$ cat config.mk
export PLATFORM = sky130hd
export DESIGN_NAME = telemetry_framer
export DESIGN_NICKNAME = d
export VERILOG_FILES = /design/src/rtl/telemetry_framer.sv
export SDC_FILE = /design/constraint.sdc
export NUM_CORES = 1
export LEC_CHECK = 0
export BUFFER_PORTS_ARGS = -buffer_cell sky130_fd_sc_hd__buf_4
export CORE_MARGIN = 4
export CORE_UTILIZATION = 30
export CTS_CLUSTER_SIZE = 40
export DETAILED_ROUTE_END_ITERATION = 10
export PLACE_DENSITY = 0.47
export SYNTH_ARGS = -nofsm -noshare
export SYNTH_HDL_FRONTEND = slang
export SYNTH_SLANG_ARGS = --single-unit
$ cat constraint.sdc
create_clock -name clk_i -period 3.1 [get_ports clk_i]
set_clock_uncertainty 0.1 [all_clocks]
set_input_delay 0.62 -clock clk_i [delete_from_list [all_inputs] [get_ports clk_i]]
set_output_delay 0.62 -clock clk_i [all_outputs]
set_load 0.1 [all_outputs]
$ cat src/rtl/telemetry_framer.sv
// Periodic telemetry packetiser: every PERIOD cycles emits HEADER, seq, channel bytes (MSB first), XOR checksum.
// First byte is offered the cycle after the tick; bytes hold while fifo_full_i is high, and ticks during a frame are dropped and counted.
module telemetry_framer #(
    parameter int         NUM_CH    = 2,
    parameter int         WIDTH_VAL = 14,
    parameter int         DATA_SIZE = 8,
    parameter int         PERIOD    = 16384,
    parameter logic [7:0] HEADER    = 8'hA5
) (
    input  logic                        clk_i,
    input  logic                        reset_i,
    input  logic                        enable_i,
    input  logic [NUM_CH-1:0]           ch_valid_i,
    input  logic [NUM_CH*WIDTH_VAL-1:0] ch_data_i,
    input  logic                        fifo_full_i,
    output logic                        write_o,
    output logic [DATA_SIZE-1:0]        data_o,
    output logic                        busy_o,
    output logic [7:0]                  overrun_cnt_o
);
    localparam int BPC       = (WIDTH_VAL + 7) / 8;
    localparam int FRAME_LEN = 3 + NUM_CH * BPC;
    localparam int CNT_W     = $clog2(PERIOD);
    localparam int IDX_W     = $clog2(FRAME_LEN);

    typedef enum logic {IDLE, SEND} state_t;

    state_t               state_q, state_d;
    logic [CNT_W-1:0]     cnt_q, cnt_d;
    logic                 tick;
    logic [IDX_W-1:0]     byte_idx_q;
    logic                 last_byte;
    logic [7:0]           seq_q;
    logic [7:0]           chk_q, chk_d;
    logic [7:0]           overrun_q;
    logic [7:0]           data_mux;
    logic [WIDTH_VAL-1:0] latch_q  [NUM_CH];
    logic [WIDTH_VAL-1:0] shadow_q [NUM_CH];
    logic [WIDTH_VAL-1:0] snap     [NUM_CH];

    // Byte b (0 = most significant) of a value zero-extended to BPC bytes.
    function automatic logic [7:0] val_byte(input logic [WIDTH_VAL-1:0] v, input int b);
        logic [BPC*8-1:0] e;
        e = '0;
        e[WIDTH_VAL-1:0] = v;
        return e[(BPC-1-b)*8 +: 8];
    endfunction

    assign tick      = enable_i && (cnt_q == CNT_W'(PERIOD - 1));
    assign last_byte = (byte_idx_q == IDX_W'(FRAME_LEN - 1));

    always_comb begin
        cnt_d = '0;
        if (enable_i && !tick) begin
            cnt_d = cnt_q + 1'b1;
        end
    end

    // A strobe on the tick cycle bypasses the latch so the frame carries the newest sample.
    always_comb begin
        for (int i = 0; i < NUM_CH; i++) begin
            snap[i] = ch_valid_i[i] ? ch_data_i[i*WIDTH_VAL +: WIDTH_VAL] : latch_q[i];
        end
    end

    always_comb begin
        chk_d = HEADER ^ seq_q;
        for (int i = 0; i < NUM_CH; i++) begin
            for (int b = 0; b < BPC; b++) begin
                chk_d = chk_d ^ val_byte(snap[i], b);
            end
        end
    end

    always_ff @(posedge clk_i or posedge reset_i) begin
        if (reset_i) begin
            state_q <= IDLE;
        end else begin
            state_q <= state_d;
        end
    end

    always_comb begin
        state_d = state_q;
        case (state_q)
            IDLE: if (tick) state_d = SEND;
            SEND: if (write_o && last_byte) state_d = IDLE;
            default: state_d = IDLE;
        endcase
    end

    always_comb begin
        busy_o  = (state_q == SEND);
        write_o = busy_o && !fifo_full_i;
    end

    always_ff @(posedge clk_i or posedge reset_i) begin
        if (reset_i) begin
            cnt_q     <= '0;
            overrun_q <= '0;
        end else begin
            cnt_q <= cnt_d;
            if (tick && (state_q == SEND) && (overrun_q != 8'hFF)) begin
                overrun_q <= overrun_q + 8'd1;
            end
        end
    end

    always_ff @(posedge clk_i or posedge reset_i) begin
        if (reset_i) begin
            for (int i = 0; i < NUM_CH; i++) begin
                latch_q[i]  <= '0;
                shadow_q[i] <= '0;
            end
        end else begin
            for (int i = 0; i < NUM_CH; i++) begin
                if (ch_valid_i[i]) latch_q[i] <= ch_data_i[i*WIDTH_VAL +: WIDTH_VAL];
                if ((state_q == IDLE) && tick) shadow_q[i] <= snap[i];
            end
        end
    end

    always_ff @(posedge clk_i or posedge reset_i) begin
        if (reset_i) begin
            byte_idx_q <= '0;
            seq_q      <= '0;
            chk_q      <= '0;
        end else if (state_q == IDLE) begin
            if (tick) begin
                byte_idx_q <= '0;
                chk_q      <= chk_d;
            end
        end else if (write_o) begin
            if (last_byte) begin
                byte_idx_q <= '0;
                seq_q      <= seq_q + 8'd1;
            end else begin
                byte_idx_q <= byte_idx_q + 1'b1;
            end
        end
    end

    always_comb begin
        data_mux = chk_q;
        if (byte_idx_q == '0) begin
            data_mux = HEADER;
        end else if (byte_idx_q == IDX_W'(1)) begin
            data_mux = seq_q;
        end
        for (int k = 0; k < NUM_CH * BPC; k++) begin
            if (byte_idx_q == IDX_W'(k + 2)) data_mux = val_byte(shadow_q[k / BPC], k % BPC);
        end
    end

    assign data_o        = busy_o ? data_mux : '0;
    assign overrun_cnt_o = overrun_q;
endmodule

==> Word-level counts from Yosys, hierarchy flattened <==
Index checks and enable logic that the tools add are counted.
{ "totals": {"reg_bits": 98, "in_bits": 34, "rom_bits": 0, "word_cells": 60, "out_inout_bits": 18, "latchBits": 0, "mem_count": 0, "mem_bits_rw": 0} }
{ "op_classes": {"add_sub_neg": 4, "n_mul": 0, "reduce_logical": 14, "bitwise_logic": 6, "order_cmp": 0, "shifts": 0, "mux": 17, "n_div": 0, "n_eq_ne": 9} }
{ "ops": {"columns": ["op", "n"], "rows": [
  ["8-bit two-way mux", 7],
  ["14-bit two-way mux", 3],
  ["8-bit by 1-bit adder with 8-bit output (second input constant)", 2],
  ["8-bit by 6-bit bitwise XOR with 8-bit output", 2],
  ["8-bit bitwise XOR", 2],
  ["14-bit by 1-bit adder with 14-bit output (second input constant)", 1],
  ["14-bit equality test (second input constant)", 1],
  ["3-bit two-way mux", 4],
  ["3-bit equality test (second input constant)", 3],
  ["8-bit inequality test (second input constant)", 1],
  ["1-bit logical AND", 7],
  ["3-bit by 2-bit equality test with 1-bit output (second input constant)", 2],
  ["4-bit NOT", 1],
  ["2-bit AND reduction", 2],
  ["3-bit by 1-bit adder with 3-bit output (second input constant)", 1],
  ["3-bit by 1-bit equality test with 1-bit output (second input constant)", 1],
  ["3-bit zero test", 1],
  ["3-bit AND reduction", 1],
  ["1-bit zero test", 2],
  ["1-bit two-way mux", 2],
  ["2-bit inequality test (second input constant)", 1],
  ["1-bit case mux with 2 select lines", 1],
  ["2-bit nonzero test", 1],
  ["1-bit NOT", 1]
]} }

==> Longest topological paths before layout <==
Gate-level depths: netlist of run 1.
{ "depth": {"ltp_word": 8, "depth_mapped": 9, "ltp_nobuf": 7} }

==> Least setup slack after synthesis of run 1 <==
OpenSTA, ideal clock, no wires.
{ "synth_path": {"path_type": "register -> output", "start": "register byte_idx_q[0]", "end": "output port data_o[6]", "arrival_time_ps": 3535, "n_path_buf": 1, "setup_slack_ps": -1155, "required_time_ps": 2380, "stages_incl_launch_ff": 9, "path_cell_list": "dfrtp_1 > buf_1 > inv_1 > nor2_1 > ha_1 > inv_1 > o311ai_0 > o2111ai_1 > a21boi_0"} }
{ "synth_via": {"elab_chain_len": 8, "elab_cells_between_ends": 13, "cone_classes": "5 x eq/ne; 7 x mux; 1 x reduce/logical"} }
{ "synth_rtl": {"columns": ["item", "line_no", "rtl"], "rows": [
  ["start, declared", "31", "logic [IDX_W-1:0] byte_idx_q;"],
  ["start signal, assigned", "138", "byte_idx_q <= byte_idx_q + 1'b1;"],
  ["3-bit by 1-bit equality test with 1-bit output", "147", "end else if (byte_idx_q == IDX_W'(1)) begin"],
  ["8-bit two-way mux", "147", null],
  ["8-bit two-way mux", "145", "if (byte_idx_q == '0) begin"],
  ["8-bit two-way mux (3 in a row)", "151", "if (byte_idx_q == IDX_W'(k + 2)) data_mux = val_byte(shadow_q[k / BPC], k % BPC);"],
  ["8-bit two-way mux *", "151", null],
  ["8-bit two-way mux *", "155", "assign data_o = busy_o ? data_mux : '0;"],
  ["end, declared", "17", "output logic [DATA_SIZE-1:0] data_o,"]
]} }
Every way passes the cells marked *; elsewhere a longest branch is shown, timed or not.

==> Final worst setup path of run 1 <==
{ "layout_path": {"start": "register byte_idx_q[1]", "end": "output port data_o[0]"} }
Same word-level chain as after synthesis.

==> impl_metrics.py, run 1 <==
metrics = {
    "placed_design": {
        "dp_slack_ns": 0.3523,
        "io_buffers": 51,
        "post_dp_cell_area_mm2": 0.005246,
        "routabilityCongestion": 0.7879,
        "dp_hpwl_um": 7137,
    },
    "worst_setup_path": {
        "crit_arrival_ns": 2.17,
        "slowest_delay_ns": 0.46,
        "timing.critical_path.mode_cell": "inv_1",
        "crit_chain": "inv_1, nor2_1, ha_2, inv_1, o221ai_1, a31oi_1, o21a_1, buf_4",
        "cp-start-kind": "register",
        "crit_path_end_kind": "primary output",
        "critPathMaxFanout": 10,
        "slowest_stage": "dfrtp_2",
        "cp.required_ns": 2.38,
        "critPathKind": "register to primary output",
    },
    "route": {
        "viasPerCell": 4.808,
        "wl_um": 10200,
        "post-route-drc-count": 0,
        "drtIter0Drc": 137,
        "vias": 3048,
        "drt_pre_antenna_iters": 4,
        "wl_per_cell_um": 16.09,
        "ant_nets": 0,
    },
    "sta": {
        "finalHoldViolations": 0,
        "rsz0062_at_grt": "false",
        "period_share_pct": 93.23,
        "slew_violations": 0,
        "fmax_mhz": 346.0,
        "setup_viol": 0,
        "setup_slack_ns": 0.2097,
        "fin_crit_ns": 2.890,
        "fin_setup_tns_ns": 0,
        "worst_pin_slew_ns": 0.7967,
        "max_slew_margin_pct": 46.45,
    },
    "power": {
        "power_frac_seq_pct": 49.2,
        "total_power_w": 0.002706,
        "p_leak_nw": 2.480,
        "internal_power_w": 0.002095,
        "pwr-share-clk_pct": 40.9,
        "p_comb_share_pct": 9.9,
        "swShare_pct": 22.56,
        "peakVddDrop_v": 0.0002787,
        "switchingPower_w": 0.0006105,
        "powerDensity_mw_per_mm2": 485.9,
    },
    "outcome": {
        "status": "finished clean",
    },
    "global_route": {
        "antenna_found_initial": 0,
        "grt_pass1_wl_um": 17530,
        "grt_pass1_vias": 3177,
        "grt_overflow": 0,
        "grt_max_degree": 99,
        "track_usage_pct": 12.54,
    },
    "yosys": {
        "yosys_warnings": 0,
        "synth_edf_count": 0,
        "synthArstFlopShare_pct": 100.0,
        "ys_seq_area_share_pct": 53.26,
        "syn-instance-count": 389,
        "ys_ff_latch": 98,
        "syn_nets": 427,
        "syn_area_per_cell_um2": 11.84,
        "synth_ff_type": "dfrtp_1",
        "yosysUniqueCellTypes": 44,
        "syn_area_mm2": 0.004604,
    },
    "cts": {
        "cts_sinks": 98,
        "cts_buffer_depth": 2,
        "cts_tree": "yes",
        "cts_made_buffers": 9,
        "root_buffer": "clkbuf_16",
        "htree_levels": 3,
        "insertion_delay_ns": 0.35,
        "clk_pin_slew_worst_paths_ns": 0.06,
        "ctsHoldBuffers": 0,
    },
    "floorplan": {
        "fp.dieH_um": 131.9,
        "die-area_mm2": 0.01739,
        "die_x_um": 131.9,
        "io_pins": 52,
        "coreArea_mm2": 0.01515,
        "floorplan.initialDensity_pct": 30.40,
        "rows": 45,
    },
    "cells_and_area": {
        "fill_cells": 1503,
        "n_antenna_cell": 0,
        "layout-drive-gt1-share_pct": 31.61,
        "fin_nets": 480,
        "syn2layout_area_growth_pct": 20.95,
        "final_area_mm2": 0.005569,
    },
    "worst_hold_path": {
        "hp-class": "primary input to asynchronous set/reset pin",
    },
    "run": {
        "drv_cap": 0,
    },
}
power groups by stage:
stage                     logic (W)  registers [W]  clock network (W)
after floorplan            0.000184        0.00136                  0
after global placement     0.000270        0.00136                  0
after detailed placement   0.000273        0.00136                  0
after CTS                  0.000275        0.00133            0.00115
after global routing       0.000296        0.00134            0.00121
final                      0.000267        0.00133            0.00111
logic make-up after synthesis:
logic type	after synthesis	share of synthesized area, %
compound gates	60	8.261
xor+xnor	53	10.08
fa+ha+maj	4	1.087
buf+inv	24	2.364
flops	98	53.26
mux	58	15.00
simple gates	92	9.946
layer usage:
layer	up-vias	track usage, %	share of wire (%)
li1	1469	-	-
met1	1516	17.64	51
met2	59	18.61	44
met3	4	4.313	4.9
met4	0	2.975	0.53
met5	-	0	0
worst paths after layout:
check                               from       endpoint  slack (ns)  depth (start not counted)
min reg2reg                     chk_q[5]       chk_q[5]        0.40                          2
min in group clk_i              chk_q[5]       chk_q[5]        0.40                          2
max reg2reg                     cnt_q[6]    shadow_q[5]        0.77                          4
max                        byte_idx_q[1]      data_o[0]        0.21                          8
min                              reset_i       cnt_q[9]        0.33                          3
max in group asynchronous        reset_i  byte_idx_q[0]        2.18                          3
through the flow:
| stage | hold slack, ns | std cells | util, % |
|---|---|---|---|
| finish | 0.3271 | 634 | 36.77 |
| global route | 0.3598 | 634 | 36.77 |
| CTS | 0.3513 | 632 | 36.55 |
| detailed placement | 0.3853 | 617 | 34.64 |
| global placement | 0.3810 | 617 | 34.64 |
| floorplan | 0.3497 | 389 | - |
layout make-up:
class | instances | area, um2 | area share, %
inverter | 9 | 37.54 | 0.6740
timing repair buffer | 57 | 455.4 | 8.178
clock buffer | 13 | 250.2 | 4.493
sequential | 98 | 2455 | 44.08
clock inverter | 2 | 37.54 | 0.6740
tap | 188 | 235.2 | 4.224
multi-input combinational | 267 | 2098 | 37.68
worst max-delay path, delay by kind of cell, from the launching register on:
kind | cells | cell delay, ns
adder cells (fa/ha/maj) | 1 | 0.20
AND/OR/NAND/NOR | 1 | 0.06
buffers and inverters | 3 | 0.62
flip-flops | 1 | 0.46
AO/OA/AOI/OAI | 3 | 0.48
placed cells by master (no fill, tap or decap), types with 4 or more instances in the layout:
master and n:
a21oi_1 10, and3_1 5, buf_4 52, buf_6 4
clkbuf_16 9, dfrtp_1 96, inv_1 8, mux2_2 48
mux2_4 10, nand2_1 31, nand2b_1 4, nand3_1 13
nand4_1 4, nor2_1 21, o211ai_1 5, o21ai_0 17
xnor2_1 38, xor2_1 15
synthesized netlist by cell type (all sizes together) (5+ instances only):
| cell type | instances | share of area, % |
|---|---|---|
| clkbuf | 9 | 0.73 |
| o21ai | 17 | 1.8 |
| nand4 | 5 | 0.82 |
| buf | 6 | 0.90 |
| mux2 | 58 | 15 |
| dfrtp | 98 | 53 |
| and3 | 5 | 0.68 |
| nor2 | 21 | 1.7 |
| xnor2 | 38 | 7.2 |
| o211ai | 5 | 0.82 |
| inv | 9 | 0.73 |
| xor2 | 15 | 2.9 |
| a21oi | 12 | 1.3 |
| nand3 | 13 | 1.4 |
| nand2 | 31 | 2.5 |
registers in the layout (all words and copies together) (netlist names):
name,cells
latch_q,28
chk_q,8
shadow_q,28
overrun_cnt_o,8
byte_idx_q,3
busy_o,1
cnt_q,14
seq_q,8
what timing repair did:
| item | in CTS | in global routing |
|---|---|---|
| setup buffers | 0 | 2 |
| resized for setup | 1 | 6 |
| endpoints found under the setup margin | 4 | 5 |
| pin swaps | 0 | 1 |
| cloned | 0 | 0 |
No activity file was read; power rests on OpenSTA's default activity.
==> run 2, diff against run 1 <==
--- a/config.mk
+++ b/config.mk
@@ -5,6 +5,7 @@
 export SDC_FILE = /design/constraint.sdc
 export NUM_CORES = 1
 export LEC_CHECK = 0
+export ABC_AREA = 1
 export BUFFER_PORTS_ARGS = -buffer_cell sky130_fd_sc_hd__buf_4
 export CORE_MARGIN = 4
 export CORE_UTILIZATION = 30
==> run 2 against run 1 <==
Global-route usage rose by 2.0 points. Cell area is 9.4% higher. Maximum frequency shrank 0.79%. Via count is 43% higher. Critical path type unchanged. Largest cell class unchanged.
==> impl_metrics.py, run 2 <==
metrics = {
    "sta": {
        "fin_crit_ns": 2.913,
        "fmax_mhz": 343.3,
        "max_slew_margin_pct": 40.76,
        "period_share_pct": 93.98,
        "setup_slack_ns": 0.1868,
        "slew_violations": 0,
        "setup_viol": 0,
        "rsz0062_at_grt": "false",
        "worst_pin_slew_ns": 0.8867,
        "finalHoldViolations": 0,
    },
    "worst_setup_path": {
        "r2r.worst_path.cells": 10,
        "crit_arrival_ns": 2.19,
        "crit_path_end_kind": "primary output",
        "cp.required_ns": 2.38,
        "critPathKind": "register to primary output",
        "critPathMaxFanout": 8,
        "cp-start-kind": "register",
        "slowest_stage": "dfrtp_1",
        "crit_chain": "inv_1, nand2_1, inv_1, nand2_1, inv_1, a21oi_1, a21oi_4, buf_4",
        "timing.critical_path.mode_cell": "inv_1",
        "slowest_delay_ns": 0.45,
    },
    "global_route": {
        "grt_pass1_wl_um": 22940,
        "grt_max_degree": 51,
        "antenna_found_initial": 0,
        "track_usage_pct": 14.56,
        "grt_pass1_vias": 4513,
        "use_met2_pct": 25.09,
        "use_met1_pct": 18.24,
        "met3_usage_pct": 3.842,
        "grt_overflow": 0,
        "grt_busiest_layer": "met2",
    },
    "cts": {
        "cts_sinks": 98,
        "ctsHoldBuffers": 0,
        "clk_pin_slew_worst_paths_ns": 0.07,
        "ctsResizeCount": 0,
        "cts_tree": "yes",
        "cts_buffer_depth": 2,
        "htree_levels": 3,
        "cts_made_buffers": 9,
        "root_buffer": "clkbuf_16",
        "insertion_delay_ns": 0.35,
        "postCtsSetupRepairBufs": 0,
    },
    "floorplan": {
        "floorplan.initialDensity_pct": 30.89,
        "io_pins": 52,
        "coreArea_mm2": 0.01676,
        "die_x_um": 139.4,
        "die-area_mm2": 0.01942,
        "rows": 47,
        "fp.dieH_um": 139.4,
    },
    "power": {
        "p_leak_nw": 3.200,
        "peakVddDrop_v": 0.0003502,
        "p_comb_share_pct": 37.6,
        "pwr-share-clk_pct": 26.7,
        "power_frac_seq_pct": 35.7,
        "switchingPower_w": 0.001794,
        "internal_power_w": 0.002400,
        "swShare_pct": 42.76,
        "powerDensity_mw_per_mm2": 688.1,
    },
    "yosys": {
        "synth_most_common_cell": "nand2_1",
        "synth_area_leaders": "dfrtp_1 (47%), nand2_1 (18%), inv_1 (6.4%)",
        "synth_ff_type": "dfrtp_1",
        "yosys.area.top_type": "dfrtp_1",
        "ys_ff_latch": 98,
        "yosys-top-cells-count": "nand2_1 (245), dfrtp_1 (98), inv_1 (88)",
        "synth_edf_count": 0,
        "synthArstFlopShare_pct": 100.0,
        "synth_top_cell_area_share_pct": 47.37,
        "yosysUniqueCellTypes": 36,
        "yosys_warnings": 0,
        "syn_area_per_cell_um2": 7.762,
        "syn_nets": 705,
        "ys_seq_area_share_pct": 47.37,
        "syn-instance-count": 667,
        "syn_area_mm2": 0.005177,
    },
    "outcome": {
        "status": "finished clean",
    },
    "route": {
        "vias": 4358,
        "drtIter0Drc": 208,
        "drt_pre_antenna_iters": 5,
        "wl_um": 13250,
        "wl_per_cell_um": 14.05,
        "viasPerCell": 4.621,
        "ant_nets": 0,
        "post-route-drc-count": 0,
    },
    "cells_and_area": {
        "syn2layout_area_growth_pct": 17.71,
        "final_cell_mix": "nand2_1 (245), dfrtp_1 (98), inv_1 (87)",
        "n_antenna_cell": 0,
        "layout_commonest_cell": "nand2_1",
        "fill_cells": 1790,
        "layout-drive-gt1-share_pct": 15.63,
        "final_cell_count_no_fill": 943,
        "fin_nets": 756,
        "top_regs": "latch_q x28, shadow_q x28, cnt_q x14",
    },
    "placed_design": {
        "dp_slack_ns": 0.5156,
        "dpl.cell_count": 927,
        "io_buffers": 51,
        "routabilityCongestion": 0.7772,
        "dp_hpwl_um": 9650,
    },
    "worst_hold_path": {
        "hp-class": "primary input to asynchronous set/reset pin",
    },
    "run": {
        "drv_cap": 0,
    },
}
run 2: worst max-delay path: cells and delay by family (launching register included):
family / cells / cell delay [ns]
AND/OR/NAND/NOR: 2 / 0.26
flip-flops: 1 / 0.45
AO/OA/AOI/OAI: 2 / 0.30
buffers and inverters: 4 / 0.84
run 2: logic make-up after synthesis:
kind of cell               Yosys count  synth area share [%]
DFF                                 98                 47.37
buffers and inverters              109                 9.401
and+or+nand+nor                    349                 28.98
AOI/OAI and AO/OA                   89                 10.25
xor gates and xnor gates            18                 3.045
adders and majority gates            4                0.9667
run 2: final timing paths:
kind / start / end / slack [ns]
worst min register to register: cnt_q[0] / cnt_q[0] / 0.36
min in group clk_i: cnt_q[0] / cnt_q[0] / 0.36
worst min-delay path: reset_i / cnt_q[4] / 0.35
worst max-delay path: byte_idx_q[1] / data_o[3] / 0.19
max in group asynchronous: reset_i / chk_q[3] / 1.79
worst max register to register: cnt_q[0] / shadow_q[9] / 0.94
run 2: area by class of cell:
class                      instances  area, um2  share of cell area [%]
tap                              220      275.3                   4.517
multi-input combinational        460       2286                   37.51
clock inverter                     5      55.05                  0.9033
inverter                          92      352.8                   5.789
clock buffer                      11      232.7                   3.819
timing repair buffer              57      440.4                   7.226
sequential                        98       2452                   40.24
run 2: metal layers:
layer / share of wire [%] / up-vias
met5: 0 / -
met4: 1.2 / 0
met3: 3.7 / 11
met2: 49 / 76
met1: 46 / 2071
li1: - / 2200
run 2: power groups by stage:
stage | Combinational, W | Clock (W) | Sequential (W)
floorplan | 0.00121 | 0 | 0.00150
global placement | 0.00158 | 0 | 0.00151
detailed placement | 0.00159 | 0 | 0.00152
CTS | 0.00160 | 0.00116 | 0.00149
global route | 0.00173 | 0.00122 | 0.00151
finish | 0.00158 | 0.00112 | 0.00150
run 2: through the flow:
step                      power (W)  utilization (%)  setup TNS, ns  cell area, um2  hold WS [ns]
after detailed placement   0.003113            34.63              0            5804        0.3575
after global placement     0.003088            34.63              0            5804        0.3463
after CTS                  0.004255            36.35              0            6092        0.3674
after global routing       0.004466            36.36              0            6095        0.3938
final                      0.004194            36.36              0            6095        0.3510
after floorplan            0.002714                -        -0.9166            5226        0.3329
==> run 3, diff against run 2 <==
--- a/config.mk
+++ b/config.mk
@@ -11,7 +11,7 @@
 export CORE_UTILIZATION = 30
 export CTS_CLUSTER_SIZE = 40
 export DETAILED_ROUTE_END_ITERATION = 10
-export PLACE_DENSITY = 0.47
+export PLACE_DENSITY = 0.49
 export SYNTH_ARGS = -nofsm -noshare
 export SYNTH_HDL_FRONTEND = slang
 export SYNTH_SLANG_ARGS = --single-unit
==> run 3 against run 2 <==
Maximum frequency rose by 0.43%. Critical path depth did not move. Sequential cell count did not move. Non-clock buffer count fell by 2. Global-route usage fell by 0.47 points. Cell area barely moved. Sequential power barely moved. Clock-buffer cell count did not move. Worst setup slack improved by 0.012 ns. Hold slack got worse by 0.13 ns. Register-to-register slack got worse by 0.15 ns. Critical path type unchanged.
==> impl_metrics.py, run 3 (same netlist as run 2, synthesis figures left out) <==
metrics = {
    "outcome": {
        "status": "finished clean",
    },
    "cells_and_area": {
        "syn2layout_area_growth_pct": 17.62,
        "final_area_mm2": 0.006090,
        "final_cell_mix": "nand2_1 (245), dfrtp_1 (98), inv_1 (87)",
        "n_antenna_cell": 0,
        "layout-drive-gt1-share_pct": 15.58,
        "fin_nets": 754,
        "layout_commonest_cell": "nand2_1",
        "top_regs": "latch_q x28, shadow_q x28, cnt_q x14",
        "seq_area_mm2": 0.002452,
        "multi_input_area_mm2": 0.002291,
        "fill_cells": 1753,
    },
    "route": {
        "wl_per_cell_um": 13.90,
        "vias": 4259,
        "drtIter0Drc": 183,
        "post-route-drc-count": 0,
        "viasPerCell": 4.536,
        "wl_um": 13050,
        "drt_pre_antenna_iters": 5,
        "ant_nets": 0,
    },
    "worst_setup_path": {
        "cp.required_ns": 2.38,
        "crit_arrival_ns": 2.18,
        "crit_path_end_kind": "primary output",
        "cp-start-kind": "register",
        "critPathMaxFanout": 8,
        "r2r_slack_ns": 0.79,
        "critPathKind": "register to primary output",
    },
    "floorplan": {
        "rows": 47,
        "die-area_mm2": 0.01942,
        "die_x_um": 139.4,
        "coreArea_mm2": 0.01676,
        "floorplan.initialDensity_pct": 30.89,
        "fp.dieH_um": 139.4,
        "io_pins": 52,
    },
    "sta": {
        "finalHoldViolations": 0,
        "fin_setup_tns_ns": 0,
        "rsz0062_at_grt": "false",
        "max_slew_margin_pct": 44.38,
        "period_share_pct": 93.58,
        "fin_crit_ns": 2.901,
        "worst_pin_slew_ns": 0.8344,
        "fmax_mhz": 344.7,
        "setup_viol": 0,
        "slew_violations": 0,
    },
    "cts": {
        "cts_made_buffers": 9,
        "htree_levels": 3,
        "cts_sinks": 98,
        "clk_pin_slew_worst_paths_ns": 0.06,
        "insertion_delay_ns": 0.35,
        "cts_buffer_depth": 2,
        "cts_tree": "yes",
        "root_buffer": "clkbuf_16",
    },
    "placed_design": {
        "routabilityCongestion": 0.8002,
        "io_buffers": 51,
        "dp_hpwl_um": 9444,
        "post_dp_cell_area_mm2": 0.005789,
    },
    "global_route": {
        "grt_pass1_vias": 4407,
        "grt_max_degree": 77,
        "antenna_found_initial": 0,
        "grt_pass1_wl_um": 22110,
        "track_usage_pct": 14.09,
        "grt_overflow": 0,
    },
    "run": {
        "drv_cap": 0,
    },
    "worst_hold_path": {
        "hp-class": "primary input to asynchronous set/reset pin",
    },
    "power": {
        "peakVddDrop_v": 0.0003819,
        "powerDensity_mw_per_mm2": 692.6,
        "p_leak_nw": 3.204,
    },
}
==> run 3: cell count changes in the layout (fill, tap and decap cells not counted), sizes merged <==
cell,delta
buf,-2
clkinvlp,-2
==> run 3: worst max-delay path, cell delays in order, from the launching register on <==
cell and delay [ns]:
dfrtp_1 0.45, inv_1 0.15, nand2_1 0.07, inv_1 0.07, nand2_1 0.19, inv_1 0.30
a21oi_1 0.12, a21oi_4 0.17, buf_4 0.31
==> run 3: repair_timing <==
item | 4_1_cts | 5_1_grt
setup endpoints to repair | 0 | 8
hold buffers | 0 | 0
resized for setup | 0 | 2
buffers inserted | 0 | 0
==> run 3: layout make-up <==
class                   instances  area share, %
clock inverters                 3         0.6575
repair buffers                 55          6.986
flip-flops and latches         98          40.27
multi-input cells             460          37.62
clock buffers                  11          4.150
inverters                      92          5.794
well taps                     220          4.520
==> run 3: metrics by stage <==
stage / power (W) / setup WS (ns) / hold WS [ns] / std cells / util [%]
global placement: 0.003074 / 0.5467 / 0.3463 / 925 / 34.54
CTS: 0.004260 / 0.1007 / 0.2297 / 939 / 36.29
detailed placement: 0.003100 / 0.4944 / 0.3556 / 925 / 34.54
global route: 0.004480 / 0.06203 / 0.2499 / 939 / 36.33
floorplan: 0.002714 / -0.4150 / 0.3329 / 667 / -
finish: 0.004217 / 0.1992 / 0.2220 / 939 / 36.33
==> run 3: path summary, 6_finish.rpt <==
kind,depth (start not counted),from,endpoint
max in group asynchronous,3,reset_i,shadow_q[0]
min,2,reset_i,cnt_q[0]
max,8,byte_idx_q[1],data_o[1]
min in group clk_i,1,cnt_q[0],cnt_q[0]
min reg2reg,1,cnt_q[0],cnt_q[0]
max reg2reg,6,busy_o,seq_q[6]
==> run 3: routing by layer <==
metal  track usage [%]  vias up  routed length, um
met1             18.43     1980               6064
li1                  -     2188                  -
met5                 0        -                  0
met3             4.082       11                604
met4             3.553        0                172
met2             23.05       80               6206
==> run 3: power by group <==
part | internal, W | total, W | switching, W
clock | 0.000658 | 0.00114 | 0.000484
sequential | 0.00137 | 0.00152 | 0.000150
combinational | 0.000405 | 0.00156 | 0.00115
total | 0.00243 | 0.00422 | 0.00178
